===== config.mk =====
export PLATFORM = sky130hd
export DESIGN_NAME = axis_master
export DESIGN_NICKNAME = d
export VERILOG_FILES = /design/src/rtl/axis_master.sv
export SDC_FILE = /design/constraint.sdc
export NUM_CORES = 1
export LEC_CHECK = 0
export CAP_MARGIN = 20
export CORE_ASPECT_RATIO = 1.4
export CORE_MARGIN = 2
export CORE_UTILIZATION = 50
export CTS_CLUSTER_SIZE = 8
export DETAILED_ROUTE_END_ITERATION = 10
export GPL_ROUTABILITY_DRIVEN = 0
export PLACE_DENSITY = 0.68
export SLEW_MARGIN = 20
export SYNTH_ARGS = -nofsm -noshare
export SYNTH_HDL_FRONTEND = slang
export SYNTH_SLANG_ARGS = --single-unit

===== constraint.sdc =====
create_clock -name m_axis_aclk -period 8.4 [get_ports m_axis_aclk]
set_input_delay 1.68 -clock m_axis_aclk [delete_from_list [all_inputs] [get_ports m_axis_aclk]]
set_output_delay 1.68 -clock m_axis_aclk [all_outputs]
set_load 0.01 [all_outputs]

===== src/rtl/axis_master.sv =====
// ---------------------------------------------------------------------------
// axis_master
//
// AXI4-Stream transmit end. User logic enqueues bytes into an internal
// first-word-fall-through FIFO. A start command with a packet length then
// streams exactly that many beats on m_axis_*. tlast marks the final beat,
// and tready backpressure is honoured. Bytes beyond the packet length stay
// queued for the next packet.
//
// Ports
//   m_axis_aclk    in   clock, all logic on the rising edge
//   m_axis_arstn   in   synchronous active-low reset
//   data_in        in   byte to enqueue
//   wr_en          in   enqueue strobe (dropped while full)
//   full           out  FIFO holds FIFO_DEPTH entries
//   start          in   packet start request (accepted in IDLE, pkt_len != 0)
//   pkt_len        in   beats in the packet, sampled when start is accepted
//   busy           out  packet in progress
//   done           out  one-cycle pulse after the tlast beat transfers
//   m_axis_tdata   out  stream data (0 when tvalid is low)
//   m_axis_tvalid  out  stream valid
//   m_axis_tlast   out  last beat of the packet
//   m_axis_tready  in   downstream ready
// ---------------------------------------------------------------------------
module axis_master #(
  parameter int DATA_WIDTH = 8,
  parameter int FIFO_DEPTH = 16,
  parameter int LEN_WIDTH  = 8
) (
  input  logic                  m_axis_aclk,
  input  logic                  m_axis_arstn,
  input  logic [DATA_WIDTH-1:0] data_in,
  input  logic                  wr_en,
  output logic                  full,
  input  logic                  start,
  input  logic [LEN_WIDTH-1:0]  pkt_len,
  output logic                  busy,
  output logic                  done,
  output logic [DATA_WIDTH-1:0] m_axis_tdata,
  output logic                  m_axis_tvalid,
  output logic                  m_axis_tlast,
  input  logic                  m_axis_tready
);

  localparam int PTR_W = $clog2(FIFO_DEPTH);
  localparam int CNT_W = PTR_W + 1;

  typedef enum logic {
    IDLE = 1'b0,
    SEND = 1'b1
  } state_t;

  state_t                state_q, state_d;
  logic [PTR_W-1:0]      wr_ptr_q, wr_ptr_d;
  logic [PTR_W-1:0]      rd_ptr_q, rd_ptr_d;
  logic [CNT_W-1:0]      count_q, count_d;
  logic [LEN_WIDTH-1:0]  remaining_q, remaining_d;
  logic                  done_q, done_d;

  logic [DATA_WIDTH-1:0] mem_q [FIFO_DEPTH];

  logic                  empty;
  logic                  wr_fire;
  logic                  pop;

  // Every output comes from registered state only. tvalid therefore never
  // depends on tready, and tdata/tlast cannot move while a beat is stalled.
  always_comb begin
    empty         = (count_q == '0);
    full          = (count_q == CNT_W'(FIFO_DEPTH));
    busy          = (state_q == SEND);
    done          = done_q;
    m_axis_tvalid = (state_q == SEND) && !empty;
    m_axis_tlast  = m_axis_tvalid && (remaining_q == LEN_WIDTH'(1));
    m_axis_tdata  = m_axis_tvalid ? mem_q[rd_ptr_q] : '0;
    wr_fire       = wr_en && !full;
    pop           = m_axis_tvalid && m_axis_tready;
  end

  // Next-state logic.
  // NOTE: every signal gets a default at the top so no path leaves it
  // unassigned, which would otherwise infer a latch.
  always_comb begin
    state_d     = state_q;
    wr_ptr_d    = wr_ptr_q;
    rd_ptr_d    = rd_ptr_q;
    count_d     = count_q;
    remaining_d = remaining_q;
    done_d      = 1'b0;

    // Pointers are PTR_W bits wide over a power-of-two depth, so the
    // increment wraps modulo FIFO_DEPTH.
    if (wr_fire) wr_ptr_d = wr_ptr_q + PTR_W'(1);
    if (pop)     rd_ptr_d = rd_ptr_q + PTR_W'(1);

    // A simultaneous write and pop leaves the count unchanged.
    unique case ({wr_fire, pop})
      2'b10:   count_d = count_q + CNT_W'(1);
      2'b01:   count_d = count_q - CNT_W'(1);
      default: count_d = count_q;
    endcase

    unique case (state_q)
      IDLE: begin
        if (start && (pkt_len != '0)) begin
          state_d     = SEND;
          remaining_d = pkt_len;
        end
      end
      SEND: begin
        // start is deliberately not looked at here.
        if (pop) begin
          remaining_d = remaining_q - LEN_WIDTH'(1);
          if (remaining_q == LEN_WIDTH'(1)) begin
            state_d = IDLE;
            done_d  = 1'b1;
          end
        end
      end
      default: state_d = IDLE;
    endcase
  end

  // NOTE: sequential state uses non-blocking assignments so every flop
  // samples its _d value from before the edge, whatever the statement order.
  always_ff @(posedge m_axis_aclk) begin
    if (!m_axis_arstn) begin
      state_q     <= IDLE;
      wr_ptr_q    <= '0;
      rd_ptr_q    <= '0;
      count_q     <= '0;
      remaining_q <= '0;
      done_q      <= 1'b0;
    end else begin
      state_q     <= state_d;
      wr_ptr_q    <= wr_ptr_d;
      rd_ptr_q    <= rd_ptr_d;
      count_q     <= count_d;
      remaining_q <= remaining_d;
      done_q      <= done_d;
    end
  end

  // NOTE: the storage array has no reset. Clearing the pointers and the
  // count already makes its contents unreachable, and a reset would stop
  // the array from mapping onto plain RAM.
  always_ff @(posedge m_axis_aclk) begin
    if (wr_fire) mem_q[wr_ptr_q] <= data_in;
  end

endmodule


## After elaboration in Yosys (flattened, before gate mapping)

Memory sizes are Yosys's and may differ from the RTL's. A register that Yosys moved wholly into a read port is not among the register bits.
Index checks and enable logic that the tools add are counted.

| operators by class | value |
|---|---|
| reduce and logical (&&, ||, !) cells | 12 |
| mux-type cells | 14 |
| add/subtract/negate cells | 5 |
| equal/unequal tests | 6 |
| bitwise operators | 1 |

Operator list:

| kind | number |
|---|---|
| 8-bit 2-to-1 mux | 3 |
| 8-bit one-hot mux with 2 select lines | 1 |
| 5-bit one-hot mux with 2 select lines | 1 |
| 4-bit by 1-bit adder with 4-bit output, second input constant | 2 |
| 8-bit by 1-bit == test with 1-bit output, second input constant | 1 |
| 4-bit 2-to-1 mux | 2 |
| 8-bit nonzero test | 1 |
| 8-bit by 1-bit subtractor with 8-bit output, second input constant | 1 |
| 1-bit 2-to-1 mux | 6 |
| 5-bit by 1-bit adder with 5-bit output, second input constant | 1 |
| 5-bit == test, second input constant | 1 |
| 1-bit logical AND | 5 |
| 5-bit zero test | 1 |
| 5-bit by 1-bit subtractor with 5-bit output, second input constant | 1 |
| 3-bit AND reduction | 1 |
| 2-bit by 1-bit == test with 1-bit output, second input constant | 1 |
| 2-bit == test, second input constant | 1 |
| 1-bit zero test | 2 |
| 2-bit by 1-bit inequality test with 1-bit output, second input constant | 1 |
| 2-bit inequality test, second input constant | 1 |
| 1-bit one-hot mux with 2 select lines | 1 |
| 2-bit AND reduction | 1 |
| 2-bit nonzero test | 1 |
| 1-bit NOT | 1 |

| storage, ports and cells | value |
|---|---|
| bits in registers | 23 |
| logic and storage cells | 45 |
| memory bits (writable) | 128 |
| memories | 1 |

Memories:

| name | words | bits a word | read ports | clocked after Yosys merged registers in | write ports | line | RTL |
|---|---|---|---|---|---|---|---|
| mem_q | 16 | 8 | 1 | 1 | 1 | 60 | `logic [DATA_WIDTH-1:0] mem_q [FIFO_DEPTH];` |

## Depth between registers and ports, before layout

| logic depth | value |
|---|---|
| depth after elaboration | 6 |
| depth in mapped cells | 14 |
| depth with buffers taken out | 10 |

## Worst setup path after synthesis

No wires, ideal clock.

| path | value |
|---|---|
| path kind | input to register |
| start | input port m_axis_tready |
| end | register count_q[4] |
| stages on the path | 9 |
| arrival time | 3417 ps |
| setup time | 63 ps |
| buffers on the path | 2 |
| slack | 4920 ps |
| required time | 8337 ps |
| path through | o211ai_4 > buf_4 > inv_1 > ha_1 > clkbuf_1 > or4b_2 > a21oi_1 > a41oi_1 > nand3_1 |

| between the ends | value |
|---|---|
| word-level cells in the longest chain between the ends | 3 |

Ends and longest elaborated chain:

| item | line | RTL |
|---|---|---|
| from (decl) | 42 | `input logic m_axis_tready` |
| 1-bit logical AND (*) | 77 | `pop = m_axis_tvalid && m_axis_tready;` |
| named net pop | 64 | `logic pop;` |
| 2-bit by 1-bit == test with 1-bit output / 2-bit == test (equally long branches) | 97 | `unique case ({wr_fire, pop})` |
| 5-bit one-hot mux with 2 select lines / 2-bit nonzero test (equally long branches) | -- |  |
| to (signal assigned) | 138 | `count_q <= count_d;` |
| to (decl) | 56 | `logic [CNT_W-1:0] count_q, count_d;` |

Mark *: on every way through the listed nets, which the timed path passes. The rest lies on a longest branch.
A chain may end at the register's enable or synchronous reset.

==> run summary <==
The flow ran to the end, and the final reports show no timing, DRC or antenna violations. Across the run, the number of max-cap violations was 0. At the later pin of the worst-skew pair, clock insertion delay measures 410 ps. The flip-flop and latch count after synthesis is 155. The tools report the max-slew violation total from the final report as 0. In the routed design, unresolved DRC markers number 0. The power share of the clock group was 42.7%. Reg-to-reg critical path startpoint: count_q[1]. The number of nets in the synthesized netlist is 447. The area overhead of the layout relative to synthesis was 15.9%; the area of the core was 12800 sq um. Largest vdd supply drop: 0.000129 V. Global routing finished with a remaining overflow of 0. The via count of the first global-routing pass came out at 3679. Each instance of the synthesized netlist takes up on average 15.8 sq um.

The first detailed-routing pass took 4 iterations. In this run the critical register-to-register path is captured at count_q[2]. The number of distinct library cells after synthesis came out at 49.

The number of cells upsized or downsized after cts is 0, and the count of pins on the block boundary is 34. The logs give 0.00139 W for the internal power and 0 for the count of endpoints failing hold in the final timing report. The relative contribution of sequential cells to total power is 48.5%, and the die span in x is 101 um. Synthesis produced a netlist whose cell count is 415. The dominant synthesized flop cell is edfxtp_1. In this run the power spent charging and discharging nets is 0.000393 W. Per report_power, the combinational group accounts for 8.8% of the total.

Final hold analysis gives a worst-case slack of 485 ps. The clock-pin transition on the worst setup and hold timing paths is 60 ps, and the xor and xnor fraction of the mapped netlist area is 1.07%. In this run the worst path has a maximum fanout of 32.

Entering global routing, the biggest net connects 33 pins. Share of synthesized area spent on multiplexers: 13.0%. From bottom edge to top edge, the die measures 140 um. In the layout the commonest cells are edfxtp_1, clkdlybuf4s50_1, mux4_2. After synthesis, the largest family of logic cells by area is multiplexers. The tools report the startpoint of the most critical hold path as remaining_q[1]. The die covers 14100 sq um. The count of buffers added on input and output ports is 33.

The most common library cell in the layout ignoring fill and taps was edfxtp_1. Of the total synthesized cell area, the portion taken by full adders, half adders and majority gates is 2.10%. The pin slew with the least headroom to its limit works out to 902 ps.

After clock tree synthesis, the flow added hold-fix buffers numbering 0. Of the available clock period, the critical path in the final layout requires 55.1%. The sequential element share of the synthesized area was 66.8%; the power density over cell area was 235 nW/um^2. For the worst setup path, the data arrival time is 2950 ps. The area fraction in compound gates after synthesis came out at 7.19%.

The run gives 0 as the number of synthesis warnings. The tools report the number of nets in the layout as 479. The via density per instance came out at 5.90.

In this run the register-to-register setup slack is 5270 ps. The post-route clock skew was 6.95 ps. The path with the worst hold slack has its endpoint at remaining_q[1]. The run gives 19.2% as the global routing usage summed across all routing layers. Dividing the detail-routed wire length by the instance count gives 20.6 um.

The min-delay analysis places its worst path in the category reg -> reg. STA classifies the critical path startpoint as a flip-flop. Highest achievable clock rate: 0.216 GHz. Counting I/O delays and the setup requirement, the final critical path takes 4630 ps. The first global-routing pass estimated 19.9 mm of wire. The number of nets with antenna violations after routing is 0, and the fraction of final layout cells sized beyond drive strength 1 is 16.7%. The length in cells of the worst reg-to-reg path works out to 10. The tightest slew margin relative to the limit came out at 39.7%. Power comes to 0.00178 W. The logs give 3617 for the total number of vias and 49 for the total number of placement rows.

In this run, CTS created clock tree buffers numbering 17. Setup repair after global routing left no endpoint under its margin. The worst setup path is captured at a primary output. The tools report the number of buffers on the longest clock path as 2.

In this run the cell area of the synthesized design comes to 6560 sq um. The count of buffers added by post-CTS timing repair for setup came out at 0. TritonCTS built the clock tree. The tree built by TritonCTS fans out to 155 sinks. Buffer type at the clock tree root: clkbuf_16.

The wire-length estimate of the detail-placed layout is 8.29 mm. Of the total power, the share spent switching nets is 22.0%. After detailed routing, the total wire length is 12.6 mm. The initial utilization of the core area, before any placement, comes to 51.2%.

The repair_antennas step left the layout with diodes totalling 0. The critical path is of the reg -> out type. Setup violations remaining at the end of the flow were counted as 0.

In the final timing run, aggregate negative setup slack is 0 ps. Worst hold path stage count: 2. In this run, synthesis inferred 128 flip-flops with an integrated enable.

After Yosys synthesis, and, or, nand and nor cells account for 6.96% of the synthesized area. For this run, the share of the core covered by cells in the final layout is 59.4%. For this block, the initial DRC count from the detailed router was 245. The worst path required time is 6720 ps.

The leakage power total is 2.46 nW. The number of antenna violations at the first check in global routing was 0; the proportion of register bits with asynchronous set or reset after synthesis was 0%. The H-tree generated during clock tree synthesis spans 4 levels.
[layout make-up]
class | count | area [sq um]
fillers | 969 | 5210
multi-input cells | 218 | 1990
clock buffers | 18 | 429
repair buffers | 41 | 390
clock inverters | 14 | 170
flip-flops and latches | 155 | 4390
well taps | 153 | 191
inverters | 14 | 52.6
[per-layer routing]
layer  vias to the layer above  track usage, %  wire (um)  part of all wire, %
met4                         0            6.63        180                  1.4
met1                      1812            24.0       5240                   41
li1                       1694               -          -                    -
met5                         -               0          0                    0
met2                        98            32.7       6780                   54
met3                        13            4.17        439                  3.5
[Yosys cell counts, types with 3 or more instances]
cell type | n | share of area (%)
mux4_2 | 32 | 11
dfxtp_1 | 27 | 8.2
nor4_1 | 3 | 0.29
inv_1 | 14 | 0.80
or3_1 | 3 | 0.29
mux2i_1 | 13 | 2.0
a211o_1 | 3 | 0.40
edfxtp_1 | 128 | 59
nand2_1 | 12 | 0.69
a21oi_1 | 13 | 0.99
nand3_1 | 7 | 0.53
xor2_1 | 7 | 0.93
o32ai_1 | 5 | 0.67
nor3_1 | 7 | 0.53
nor2b_1 | 15 | 1.4
buf_2 | 4 | 0.31
a211oi_1 | 16 | 1.8
a31oi_1 | 3 | 0.29
clkbuf_1 | 14 | 0.80
o21ai_0 | 4 | 0.31
o211ai_1 | 3 | 0.34
buf_1 | 4 | 0.23
ha_1 | 11 | 2.1
nand2b_1 | 4 | 0.38
buf_4 | 4 | 0.46
nor2_1 | 31 | 1.8
[through the flow]
stage                     area [sq um]  worst slack (ps)  std cells
after CTS                         7610              3690        613
after global routing              7610              3580        613
after floorplan                   6560              4920        415
after detailed placement          7010              4140        581
final                             7610              3770        613
after global placement            7010              4180        581
[logic make-up after synthesis]
kind of cell	count (synthesis)
buf+inv	42
xor+xnor	8
fa+ha+maj	11
simple gates	90
mux	45
flops	155
compound gates	64
[flip-flops by register name, summed over array words and instances, names as in the netlist, named ones only]
name         count
rd_ptr_q         4
remaining_q      8
busy             1
count_q          5
mem_q          128
done             1
wr_ptr_q         4
[how the worst max path moves through the flow]
stage,end,slack (ps)
4_1_cts,m_axis_tdata[1],3690
2_1_floorplan,count_q[4],4920
3_5_place_dp,m_axis_tdata[1],4140
3_3_place_gp,m_axis_tdata[1],4180
6_report,m_axis_tdata[1],3770
5_1_grt,m_axis_tdata[1],3580
[power by group through the flow]
stage          clock network [W]  registers (W)  logic, W
6_report                0.000762       0.000865  0.000156
3_5_place_dp                   0       0.000881  0.000158
4_1_cts                 0.000772       0.000865  0.000158
5_1_grt                 0.000802       0.000868  0.000172
3_3_place_gp                   0       0.000880  0.000153
2_1_floorplan                  0       0.000875  0.000113
[critical path, cell delays in order (launching register included)]
cell and delay, ps:
dfxtp_2 310, buf_4 500, mux4_2 590, nor2b_1 140, a211oi_1 320, a211oi_1 130
clkdlybuf4s50_1 530
(Power assumes the default switching activity.)
